--- src/rtl/multicycle_control_fsm.sv ---
// Multi-cycle RV32I control FSM: sequences fetch/decode/execute/memory/write-back over a
// shared ALU and unified memory port, with a mem_ready wait timeout and illegal-opcode trap.
module multicycle_control_fsm #(
    parameter int unsigned WAIT_LIMIT = 15,
    parameter int unsigned CNT_W      = 8
) (
    input  logic       clk,
    input  logic       rst_n,
    input  logic [6:0] opcode,
    input  logic       zero,
    input  logic       mem_ready,
    output logic       pc_write,
    output logic       ir_write,
    output logic       iord,
    output logic       mem_read,
    output logic       mem_write,
    output logic       mem_to_reg,
    output logic       reg_write,
    output logic [1:0] alu_src_a,
    output logic [1:0] alu_src_b,
    output logic [1:0] alu_op,
    output logic       pc_src,
    output logic       illegal,
    output logic       bus_err,
    output logic [3:0] state
);

    typedef enum logic [3:0] {
        StInit    = 4'd0,
        StFetch   = 4'd1,
        StDecode  = 4'd2,
        StMemAddr = 4'd3,
        StMemRd   = 4'd4,
        StMemWb   = 4'd5,
        StMemWr   = 4'd6,
        StExecR   = 4'd7,
        StExecI   = 4'd8,
        StAluWb   = 4'd9,
        StBranch  = 4'd10,
        StHalt    = 4'd11
    } state_e;

    localparam logic [6:0] OpR      = 7'b0110011;
    localparam logic [6:0] OpI      = 7'b0010011;
    localparam logic [6:0] OpLoad   = 7'b0000011;
    localparam logic [6:0] OpStore  = 7'b0100011;
    localparam logic [6:0] OpBranch = 7'b1100011;
    localparam logic [CNT_W-1:0] LimitCnt = CNT_W'(WAIT_LIMIT);

    state_e           state_q, state_d;
    logic [CNT_W-1:0] cnt_q, cnt_d;
    logic             illegal_q, illegal_d;
    logic             bus_err_q, bus_err_d;
    logic             iord_q, iord_d;
    logic             mem_read_q, mem_read_d;
    logic             mem_write_q, mem_write_d;
    logic             mem_to_reg_q, mem_to_reg_d;
    logic             reg_write_q, reg_write_d;
    logic [1:0]       alu_src_a_q, alu_src_a_d;
    logic [1:0]       alu_src_b_q, alu_src_b_d;
    logic [1:0]       alu_op_q, alu_op_d;
    logic             pc_src_q, pc_src_d;
    logic             waiting;
    logic             timeout;

    always_comb begin
        state_d   = state_q;
        illegal_d = illegal_q;
        bus_err_d = bus_err_q;
        waiting   = (state_q == StFetch) || (state_q == StMemRd) || (state_q == StMemWr);
        timeout   = waiting && !mem_ready && (cnt_q == LimitCnt);
        case (state_q)
            StInit:  state_d = StFetch;
            StFetch: if (mem_ready) state_d = StDecode;
            StDecode: begin
                case (opcode)
                    OpR:              state_d = StExecR;
                    OpI:              state_d = StExecI;
                    OpLoad, OpStore:  state_d = StMemAddr;
                    OpBranch:         state_d = StBranch;
                    default: begin
                        state_d   = StHalt;
                        illegal_d = 1'b1;
                    end
                endcase
            end
            StMemAddr: begin
                if (opcode == OpLoad) begin
                    state_d = StMemRd;
                end else if (opcode == OpStore) begin
                    state_d = StMemWr;
                end else begin
                    // IR should be stable; treat a changed opcode as a trap
                    state_d   = StHalt;
                    illegal_d = 1'b1;
                end
            end
            StMemRd:           if (mem_ready) state_d = StMemWb;
            StMemWb:           state_d = StFetch;
            StMemWr:           if (mem_ready) state_d = StFetch;
            StExecR, StExecI:  state_d = StAluWb;
            StAluWb, StBranch: state_d = StFetch;
            StHalt:            state_d = StHalt;
            default: begin
                state_d   = StHalt;
                illegal_d = 1'b1;
            end
        endcase
        if (timeout) begin
            state_d   = StHalt;
            bus_err_d = 1'b1;
        end
        if (state_d != state_q) begin
            cnt_d = '0;
        end else if (waiting && !mem_ready) begin
            cnt_d = cnt_q + CNT_W'(1);
        end else begin
            cnt_d = cnt_q;
        end
    end

    // Moore outputs are decoded from the next state so the registers line up with state_q
    always_comb begin
        iord_d       = 1'b0;
        mem_read_d   = 1'b0;
        mem_write_d  = 1'b0;
        mem_to_reg_d = 1'b0;
        reg_write_d  = 1'b0;
        alu_src_a_d  = 2'b00;
        alu_src_b_d  = 2'b00;
        alu_op_d     = 2'b00;
        pc_src_d     = 1'b0;
        case (state_d)
            StFetch: begin
                mem_read_d  = 1'b1;
                alu_src_b_d = 2'b01;
            end
            StDecode: begin
                alu_src_a_d = 2'b10;
                alu_src_b_d = 2'b10;
            end
            StMemAddr: begin
                alu_src_a_d = 2'b01;
                alu_src_b_d = 2'b10;
            end
            StMemRd: begin
                mem_read_d = 1'b1;
                iord_d     = 1'b1;
            end
            StMemWb: begin
                reg_write_d  = 1'b1;
                mem_to_reg_d = 1'b1;
            end
            StMemWr: begin
                mem_write_d = 1'b1;
                iord_d      = 1'b1;
            end
            StExecR: begin
                alu_src_a_d = 2'b01;
                alu_op_d    = 2'b10;
            end
            StExecI: begin
                alu_src_a_d = 2'b01;
                alu_src_b_d = 2'b10;
                alu_op_d    = 2'b10;
            end
            StAluWb: reg_write_d = 1'b1;
            StBranch: begin
                alu_src_a_d = 2'b01;
                alu_op_d    = 2'b01;
                pc_src_d    = 1'b1;
            end
            default: ;
        endcase
    end

    always_ff @(posedge clk or negedge rst_n) begin
        if (!rst_n) begin
            state_q      <= StInit;
            cnt_q        <= '0;
            illegal_q    <= 1'b0;
            bus_err_q    <= 1'b0;
            iord_q       <= 1'b0;
            mem_read_q   <= 1'b0;
            mem_write_q  <= 1'b0;
            mem_to_reg_q <= 1'b0;
            reg_write_q  <= 1'b0;
            alu_src_a_q  <= 2'b00;
            alu_src_b_q  <= 2'b00;
            alu_op_q     <= 2'b00;
            pc_src_q     <= 1'b0;
        end else begin
            state_q      <= state_d;
            cnt_q        <= cnt_d;
            illegal_q    <= illegal_d;
            bus_err_q    <= bus_err_d;
            iord_q       <= iord_d;
            mem_read_q   <= mem_read_d;
            mem_write_q  <= mem_write_d;
            mem_to_reg_q <= mem_to_reg_d;
            reg_write_q  <= reg_write_d;
            alu_src_a_q  <= alu_src_a_d;
            alu_src_b_q  <= alu_src_b_d;
            alu_op_q     <= alu_op_d;
            pc_src_q     <= pc_src_d;
        end
    end

    // The two load strobes depend on same-cycle handshake/flag, so they stay combinational
    assign pc_write   = ((state_q == StFetch) && mem_ready) || ((state_q == StBranch) && zero);
    assign ir_write   = (state_q == StFetch) && mem_ready;
    assign iord       = iord_q;
    assign mem_read   = mem_read_q;
    assign mem_write  = mem_write_q;
    assign mem_to_reg = mem_to_reg_q;
    assign reg_write  = reg_write_q;
    assign alu_src_a  = alu_src_a_q;
    assign alu_src_b  = alu_src_b_q;
    assign alu_op     = alu_op_q;
    assign pc_src     = pc_src_q;
    assign illegal    = illegal_q;
    assign bus_err    = bus_err_q;
    assign state      = state_q;

endmodule
--- config.mk ---
export PLATFORM = sky130hd
export DESIGN_NAME = multicycle_control_fsm
export DESIGN_NICKNAME = d
export VERILOG_FILES = /design/src/rtl/multicycle_control_fsm.sv
export SDC_FILE = /design/constraint.sdc
export NUM_CORES = 1
export LEC_CHECK = 0
export ABC_AREA = 1
export BUFFER_PORTS_ARGS = -buffer_cell sky130_fd_sc_hd__buf_2
export CAP_MARGIN = 30
export CORE_MARGIN = 1.5
export CORE_UTILIZATION = 40
export CTS_CLUSTER_SIZE = 10
export DETAILED_ROUTE_END_ITERATION = 7
export SYNTH_ARGS = -nofsm -noshare
export SYNTH_HDL_FRONTEND = slang
export SYNTH_SLANG_ARGS = --single-unit
--- constraint.sdc ---
create_clock -name clk -period 2.18 [get_ports clk]
set_input_delay 0.327 -clock clk [delete_from_list [all_inputs] [get_ports clk]]
set_output_delay 0.327 -clock clk [all_outputs]
set_load 0.1 [all_outputs]
==> flow_summary.yaml, run 1 <==
worst_setup_path:
  worst-path-buf-inv: 1
  required_time_at_the_endpoint_of_the_critical_path_ns: 1.85
  timing.critical_path.slowest_cell_delay_ns: 0.50
  timing.rr.start: "state[1]"
  critical_path_class: "reg2out"
  crit_path_start_kind: "register"
  critPathSlowestCell: "sky130_fd_sc_hd__dfrtp_2"
  worstSetupEndpointType: "output pin"
  critPathTopFamily: "simple AND/OR/NAND/NOR gates"
  setup.reg_to_reg.worst_slack_ns: 0.39
  path_cells: "nor2_1 > nand3_1 > nand2_2 > buf_2"
  critical_path_peak_fanout: 9
  reg2regPathDepth: 10
  cp.arrival_ns: 1.74
  r2r-end: "cnt_q[6]"
clock_network:
  postCtsSetupRepairBufs: 0
  clk_path_buf_depth: 2
  clock-root-buffer: "sky130_fd_sc_hd__clkbuf_8"
  cts_num_sinks: 25
  post_cts_hold_buffer_count: 0
  cts.repair.resized: 0
  tritoncts: "yes"
  cts_inserted_buffers: 3
  clkTransAtPathRegs_ns: 0.09
  clk-insertion-delay-late_ns: 0.27
  ctsHtreeMaxLevel: 1
yosys:
  synth_flop_type: "sky130_fd_sc_hd__dfrtp_1"
  post_syn_nets: 205
  most_frequent_cell_after_synthesis: "sky130_fd_sc_hd__nand2_1"
  synth_area_leaders: "sky130_fd_sc_hd__dfrtp_1, sky130_fd_sc_hd__nand2_1, sky130_fd_sc_hd__nand3_1, sky130_fd_sc_hd__inv_1, sky130_fd_sc_hd__nor3_2"
  synthMuxAreaShare_pct: 0.726
  synth.distinct_cells: 29
  yosys.area_share.xor_xnor_pct: 3.39
  synth_area_mm2: 0.00155
  synthCells: 193
  synth_compound_area_share_pct: 3.63
  yosys.area_share.simple_pct: 42.5
  ys_warn_count: 0
  share_of_flip_flops_with_an_asynchronous_set_or_reset_after_synthesis_pct: 100
  synth.top_cells.by_count: "sky130_fd_sc_hd__nand2_1, sky130_fd_sc_hd__dfrtp_1, sky130_fd_sc_hd__inv_1, sky130_fd_sc_hd__nor2_1, sky130_fd_sc_hd__nand3_1"
  post_synth_edffs: 0
  synth_top_family_by_area: "simple AND/OR/NAND/NOR gates"
  synthAdderAreaFrac_pct: 0.806
  netlist.area_leader.share_pct: 40.3
  yosysTopAreaCell: "sky130_fd_sc_hd__dfrtp_1"
  synth.avg_cell_area_um2: 8.04
  synth-seq-cells: 25
  ys_seq_area_share_pct: 40.3
place:
  detailed_place.area_mm2: 0.00174
  port-buffer-count: 30
  hpwl_mm: 2.46
  routabilityCongestion: 0.821
  place_ws_ns: 0.377
power_and_ir_drop:
  share_clk_of_total_power_pct: 11.0
  power.sequential.fraction_pct: 24.2
  cellPowerDensity_mw_per_mm2: 1430
  power_report.internal_total_mw: 0.991
  worst_voltage_drop_across_the_vdd_grid_v: 0.000656
  total_leakage_power_nw: 0.938
  p_sw_share_pct: 61.3
  combinationalPowerShare_pct: 64.8
  power.net_switching_mw: 1.57
route:
  avgViaCountPerCell: 4.84
  drtPass1Iterations: 4
  drc_errors: 0
  detail_route.wirelength_mm: 3.17
  routed_wire_length_per_instance_um: 11.6
  drt.antenna.violating_nets: 0
  drt-initial-drc-count: 91
  num_vias: 1317
flow_run:
  max_cap_violations: 0
final_layout:
  count_of_filler_cells_inserted_in_the_layout: 385
  finish.utilization_pct: 48.6
  largest_register_ffs: 8
  max_flop_register: "cnt_q"
  final_layout_size_suffix_gt1_share_pct: 32.6
  num_antenna_cells: 0
  layout-area-overhead-vs-synth_pct: 15.5
  total_nets_final: 237
  final_design_area_no_fill_mm2: 0.00179
sta:
  tns_ns: 0
  drv_slew: 0
  achievable-frequency_mhz: 484
  min_period_over_period_pct: 94.8
  worst_pin_slew_ns: 0.534
  slew_headroom_pct: 64.4
  setup_viol_count_final: 0
  timing.final.crit_period_ns: 2.07
  worst_slack_ns: 0.113
  grt_setup_unrepaired: "no"
  clock_skew_ns: 0.00609
  hold_viol: 0
floorplanning:
  floorplan_row_count: 22
  initial_core_utilization_pct: 42.1
  floorplan.core_area_mm2: 0.00369
  floorplan.die.height_um: 65.3
  design.die.area_mm2: 0.00426
  die_width_um: 65.3
  boundaryPins: 31
grt:
  grt_first_pass_wirelength_mm: 5.60
  maximum_number_of_pins_on_one_net_before_global_route_repair: 26
  grt_use_total_pct: 16.9
  grt_overflow: 0
  initial_antenna_violation_count: 0
  grt_pass1_vias: 1241
hold_path:
  worst_min_delay_path_class: "in2async"
outcome:
  run_status: "finished, final reports clean"
## logic make-up after synthesis
family,after synthesis
xor gates and xnor gates,6
muxes,1
buffers and inverters,30
adders and majority gates,1
AOI/OAI and AO/OA,9
DFF,25
and+or+nand+nor,121
## power groups by stage
stage / registers (mW) / clock network [mW] / logic (mW)
2_1_floorplan: 1.07 / 0 / 0.938
3_3_place_gp: 0.629 / 0 / 1.67
3_5_place_dp: 0.632 / 0 / 1.67
4_1_cts: 0.621 / 0.295 / 1.67
5_1_grt: 0.631 / 0.315 / 1.80
6_report: 0.619 / 0.281 / 1.66
## stage by stage
stage	hold slack, ns	power, mW	cells
2_1_floorplan	0.0314	2.01	193
5_1_grt	0.0712	2.75	272
4_1_cts	0.0413	2.58	272
3_5_place_dp	0.348	2.30	268
3_3_place_gp	0.343	2.30	268
6_report	0.0200	2.56	272
## how the worst max path moves through the flow
stage	from	end	depth (start not counted)
detailed placement	opcode[4]	cnt_q[3]	11
finish	state[3]	pc_write	4
global placement	opcode[4]	cnt_q[7]	11
global route	state[3]	pc_write	4
floorplan	state[0]	pc_write	4
CTS	state[3]	pc_write	4
## placed cells by master, fill, tap and decap left out, types with 4 or more instances in the layout
cell,n
sky130_fd_sc_hd__buf_2,30
sky130_fd_sc_hd__dfrtp_1,21
sky130_fd_sc_hd__dfrtp_2,4
sky130_fd_sc_hd__inv_1,23
sky130_fd_sc_hd__nand2_1,44
sky130_fd_sc_hd__nand2_2,5
sky130_fd_sc_hd__nand2_4,5
sky130_fd_sc_hd__nand3_1,18
sky130_fd_sc_hd__nand3_2,6
sky130_fd_sc_hd__nand4_1,5
sky130_fd_sc_hd__nor2_1,21
sky130_fd_sc_hd__nor2_2,4
sky130_fd_sc_hd__nor3_2,8
sky130_fd_sc_hd__xor2_1,5
## routing by layer
metal,GRT usage [%],share of wire (%),up-vias
met5,0,0,-
met4,5.47,1.4,0
met3,3.94,4.6,5
met2,25.9,45,28
met1,23.6,49,609
li1,-,-,675
## final cells by class
type                       count  area (um2)  share of cell area [%]
sequential                    25         631                    35.2
inverter                      27         108                    6.01
tap                           48        60.1                    3.35
clock buffer                   3        41.3                    2.30
timing repair buffer          30         150                    8.38
clock inverter                 1        7.51                   0.419
multi-input combinational    138         795                    44.3
Power figures use the tool's default switching activity.
==> run 2: changes to the inputs <==
Settings changed: CORE_UTILIZATION 40 to 30.
==> run 2 against run 1 <==
  * Die area up 32%
  * Non-clock buffer count unchanged
  * Utilization down 11 points
  * Sequential share of layout area down 0.46 points
  * Hold slack better by 0.013 ns
  * Global-route usage down 4.1 points
  * Largest cell class unchanged
  * Largest power group unchanged
==> flow_summary.yaml, run 2 (same netlist as run 1, synthesis figures left out) <==
sta:
  achievable-frequency_mhz: 485
  clock_skew_ns: 0.0127
  drv_slew: 0
  setup_viol_count_final: 0
  tns_ns: 0
  timing.final.crit_period_ns: 2.06
  min_period_over_period_pct: 94.5
  grt_setup_unrepaired: "no"
  hold_viol: 0
  worst_slack_ns: 0.120
  slew_headroom_pct: 61.4
  worst_pin_slew_ns: 0.579
clock_network:
  cts.repair.resized: 0
  post_cts_hold_buffer_count: 0
  clk_path_buf_depth: 2
  clock-root-buffer: "sky130_fd_sc_hd__clkbuf_8"
  cts_inserted_buffers: 3
  ctsHtreeMaxLevel: 1
  clk-insertion-delay-late_ns: 0.28
  cts_num_sinks: 25
  clkTransAtPathRegs_ns: 0.10
  tritoncts: "yes"
  postCtsSetupRepairBufs: 0
grt:
  grt_use_total_pct: 12.8
  initial_antenna_violation_count: 0
  grt_overflow: 0
  grt_first_pass_wirelength_mm: 5.46
  maximum_number_of_pins_on_one_net_before_global_route_repair: 26
  grt_pass1_vias: 1242
final_layout:
  layout-area-overhead-vs-synth_pct: 17.0
  layout_commonest_cell: "sky130_fd_sc_hd__nand2_1"
  finish.utilization_pct: 37.4
  num_antenna_cells: 0
  final_layout_size_suffix_gt1_share_pct: 32.6
  total_nets_final: 237
  max_flop_register: "cnt_q"
  seq_area_um2: 631
  final_cell_mix: "sky130_fd_sc_hd__nand2_1, sky130_fd_sc_hd__buf_2, sky130_fd_sc_hd__inv_1"
  final_design_area_no_fill_mm2: 0.00182
  largest_register_ffs: 8
  count_of_filler_cells_inserted_in_the_layout: 520
  multiInputGateArea_um2: 795
power_and_ir_drop:
  total_leakage_power_nw: 0.938
  power_report.internal_total_mw: 0.992
  p_sw_share_pct: 61.1
  cellPowerDensity_mw_per_mm2: 1400
  power.net_switching_mw: 1.56
  combinationalPowerShare_pct: 64.3
  worst_voltage_drop_across_the_vdd_grid_v: 0.000649
  share_clk_of_total_power_pct: 11.4
  power.sequential.fraction_pct: 24.3
route:
  drc_errors: 0
  routed_wire_length_per_instance_um: 10.9
  drt-initial-drc-count: 50
  detail_route.wirelength_mm: 3.17
  avgViaCountPerCell: 4.40
  drt.antenna.violating_nets: 0
  num_vias: 1280
  drtPass1Iterations: 4
place:
  port-buffer-count: 30
  place_ws_ns: 0.380
  detailed_place.area_mm2: 0.00177
  hpwl_mm: 2.42
  routabilityCongestion: 0.850
worst_setup_path:
  critPathLaunch: "state[2]"
  timing.rr.start: "state[0]"
  crit_path_start_kind: "register"
  critical_path_class: "reg2out"
  required_time_at_the_endpoint_of_the_critical_path_ns: 1.85
  cp.arrival_ns: 1.73
  critical_path_peak_fanout: 10
  reg2regPathDepth: 10
  worstSetupEndpointType: "output pin"
  critPathSlowestCell: "sky130_fd_sc_hd__dfrtp_2"
  path_cells: "nor2_1 > nand3_1 > nand2_2 > buf_2"
  timing.critical_path.slowest_cell_delay_ns: 0.51
floorplanning:
  boundaryPins: 31
  initial_core_utilization_pct: 32.0
  floorplan_row_count: 25
  design.die.area_mm2: 0.00561
  die_width_um: 74.9
  floorplan.core_area_mm2: 0.00485
  floorplan.die.height_um: 74.9
flow_run:
  max_cap_violations: 0
outcome:
  run_status: "finished, final reports clean"
hold_path:
  worst_min_delay_path_class: "in2async"
==> run 2: cell counts in the layout (fill, tap and decap cells not counted) <==
Identical to the previous run, type by type.
==> run 2: power groups by stage <==
| stage | Clock [mW] | Sequential [mW] | Combinational [mW] |
|---|---|---|---|
| floorplan | 0 | 1.07 | 0.938 |
| detailed placement | 0 | 0.630 | 1.65 |
| global placement | 0 | 0.629 | 1.67 |
| global route | 0.326 | 0.631 | 1.79 |
| finish | 0.292 | 0.619 | 1.64 |
| CTS | 0.303 | 0.620 | 1.66 |
==> run 2: cell type report <==
type	count	area share, %
repair buffers	30	8.27
multi-input cells	138	43.8
flip-flops and latches	25	34.7
well taps	67	4.62
clock buffers	3	2.27
inverters	27	5.93
clock inverters	1	0.414
==> run 2: worst paths after layout <==
check	endpoint	slack (ns)
max reg2reg	cnt_q[3]	0.37
max in group asynchronous	state[3]	1.72
max	pc_write	0.12
min in group clk	mem_to_reg	0.32
min reg2reg	illegal	0.46
min	alu_src_b[0]	0.03
==> run 2: stage by stage <==
stage               instances  power (mW)  hold WS, ns
floorplan                 193        2.01       0.0314
global placement          287        2.29        0.363
detailed placement        287        2.28        0.365
global route              291        2.75       0.0661
CTS                       291        2.58       0.0494
finish                    291        2.55       0.0327
==> run 2: critical path: cells and delay by family, from the launching register on <==
family / cells / cell delay, ns
flip-flops: 1 / 0.51
AND/OR/NAND/NOR: 3 / 0.52
buffers and inverters: 1 / 0.42
==> run 2: layer usage <==
layer	GRT usage, %	share of wire, %
met5	0	0
met4	3.03	0.95
met3	3.61	4.7
met2	22.0	47
met1	15.8	47
==> run 3: changes to the inputs <==
Settings changed: BUFFER_PORTS_ARGS -buffer_cell sky130_fd_sc_hd__buf_2 to -buffer_cell sky130_fd_sc_hd__buf_4, CORE_ASPECT_RATIO set to 0.8.
==> run 3 against run 2 <==
  * Power increased by 3.3%
  * Fmax up 6.9%
  * Global-route usage shrank 0.17 points
  * Non-clock buffer count rose by 1
  * Routed wire length up 3.5%
  * Critical path type unchanged
  * Critical endpoint unchanged
  * Cell count decreased by 1.4%
  * Utilization increased by 0.39 points
==> flow_summary.yaml, run 3 (same netlist as run 1, synthesis figures left out) <==
worst_setup_path:
  worst-path-buf-inv: 1
  critical_path_class: "reg2out"
  critical_path_peak_fanout: 9
  path_cells: "nor2_1 > nand3_1 > nand2_2 > buf_4"
  cp.depth: 4
  worstSetupEndpointType: "output pin"
  required_time_at_the_endpoint_of_the_critical_path_ns: 1.85
  critPathSlowestCell: "sky130_fd_sc_hd__dfrtp_2"
  crit_path_start_kind: "register"
  critPathTopFamily: "simple AND/OR/NAND/NOR gates"
  reg2regPathDepth: 9
  timing.critical_path.slowest_cell_delay_ns: 0.50
  cp.arrival_ns: 1.60
place:
  routabilityCongestion: 0.883
  port-buffer-count: 30
  place_ws_ns: 0.361
  hpwl_mm: 2.47
  detailed_place.area_mm2: 0.00184
  dpl.cell_count: 282
sta:
  worst_slack_ns: 0.253
  clock_skew_ns: 0.00710
  grt_setup_unrepaired: "no"
  worst_pin_slew_ns: 0.339
  achievable-frequency_mhz: 519
  fin_hold_ws_ns: 0.312
  min_period_over_period_pct: 88.4
  drv_slew: 0
  setup_viol_count_final: 0
  timing.final.crit_period_ns: 1.93
  slew_headroom_pct: 77.3
  hold_viol: 0
  tns_ns: 0
power_and_ir_drop:
  total_leakage_power_nw: 0.958
  worst_voltage_drop_across_the_vdd_grid_v: 0.000791
  cellPowerDensity_mw_per_mm2: 1390
hold_path:
  worst_hold_path.num_cells: 3
  worst_min_delay_path_class: "in2reg"
clock_network:
  cts_inserted_buffers: 3
  clkTransAtPathRegs_ns: 0.10
  clk_path_buf_depth: 2
  cts_num_sinks: 25
  postCtsSetupRepairBufs: 0
  cts.repair.resized: 0
  clock-root-buffer: "sky130_fd_sc_hd__clkbuf_8"
  clk-insertion-delay-late_ns: 0.28
  tritoncts: "yes"
  ctsHtreeMaxLevel: 1
final_layout:
  count_of_filler_cells_inserted_in_the_layout: 532
  final_design_area_no_fill_mm2: 0.00189
  total_nets_final: 238
  final-instance-count-excl-fill: 287
  largest_register_ffs: 8
  num_antenna_cells: 0
  final_cell_mix: "sky130_fd_sc_hd__nand2_1, sky130_fd_sc_hd__buf_4, sky130_fd_sc_hd__inv_1"
  layout_commonest_cell: "sky130_fd_sc_hd__nand2_1"
  layout-area-overhead-vs-synth_pct: 22.1
  final_layout_size_suffix_gt1_share_pct: 32.4
  max_flop_register: "cnt_q"
floorplanning:
  initial_core_utilization_pct: 31.0
  design.die.area_mm2: 0.00561
  floorplan.core_area_mm2: 0.00501
  floorplan_row_count: 23
  floorplan.die.height_um: 67.3
  die_width_um: 83.4
  boundaryPins: 31
route:
  routed_wire_length_per_instance_um: 11.4
  drt.antenna.violating_nets: 0
  drt-initial-drc-count: 83
  detail_route.wirelength_mm: 3.28
  num_vias: 1325
  avgViaCountPerCell: 4.62
  drtPass1Iterations: 4
  drc_errors: 0
flow_run:
  max_cap_violations: 0
grt:
  maximum_number_of_pins_on_one_net_before_global_route_repair: 26
  grt_overflow: 0
  grt_use_total_pct: 12.6
  grt_first_pass_wirelength_mm: 5.69
  grt_pass1_vias: 1242
  global_route.usage.met1_pct: 17.0
  grt_util_met2_pct: 20.5
  initial_antenna_violation_count: 0
  global_route.usage.met3_pct: 3.06
  global_route.peak_usage_layer: "met2"
outcome:
  run_status: "finished, final reports clean"
## run 3: layer usage
layer | share of wire [%] | wire length, um
met3 | 4.3 | 141
met4 | 0.85 | 28
met5 | 0 | 0
met2 | 44 | 1460
met1 | 50 | 1650
## run 3: worst min-delay path, cell delays in order
cell	delay (ns)
sky130_fd_sc_hd__buf_4	0.13
sky130_fd_sc_hd__nand4_1	0.08
sky130_fd_sc_hd__inv_1	0.03
## run 3: worst paths after layout
check                          start    endpoint  slack [ns]
hold / removal             mem_ready  mem_to_reg        0.31
setup / recovery            state[3]    pc_write        0.25
max in group asynchronous      rst_n    state[1]        1.42
min in group asynchronous      rst_n     bus_err        0.48
setup reg to reg            state[0]    cnt_q[6]        0.32
hold reg to reg              illegal     illegal        0.46
## run 3: final cells by class
cell class | instances | area (um2) | area share [%]
Clock buffer | 3 | 41.3 | 2.18
Clock inverter | 1 | 7.51 | 0.396
Inverter | 27 | 108 | 5.68
Multi-Input combinational cell | 138 | 795 | 41.9
Sequential cell | 25 | 631 | 33.3
Tap cell | 62 | 77.6 | 4.10
Timing Repair Buffer | 31 | 235 | 12.4
## run 3: power by group
group / internal [mW] / switching (mW) / total, mW
Sequential: 0.546 / 0.0816 / 0.628
Combinational: 0.369 / 1.34 / 1.71
Clock: 0.130 / 0.165 / 0.295
Total: 1.05 / 1.59 / 2.63
## run 3: timing repair
item,in CTS,in global routing
hold endpoints to repair,25,0
hold buffers,1,0
setup endpoints to repair,0,0
## run 3: per-stage QoR
stage / power (mW) / utilization [%]
after floorplan: 2.01 / -
after global placement: 2.35 / 36.7
after detailed placement: 2.34 / 36.7
after CTS: 2.65 / 37.8
after global routing: 2.82 / 37.8
final: 2.63 / 37.8
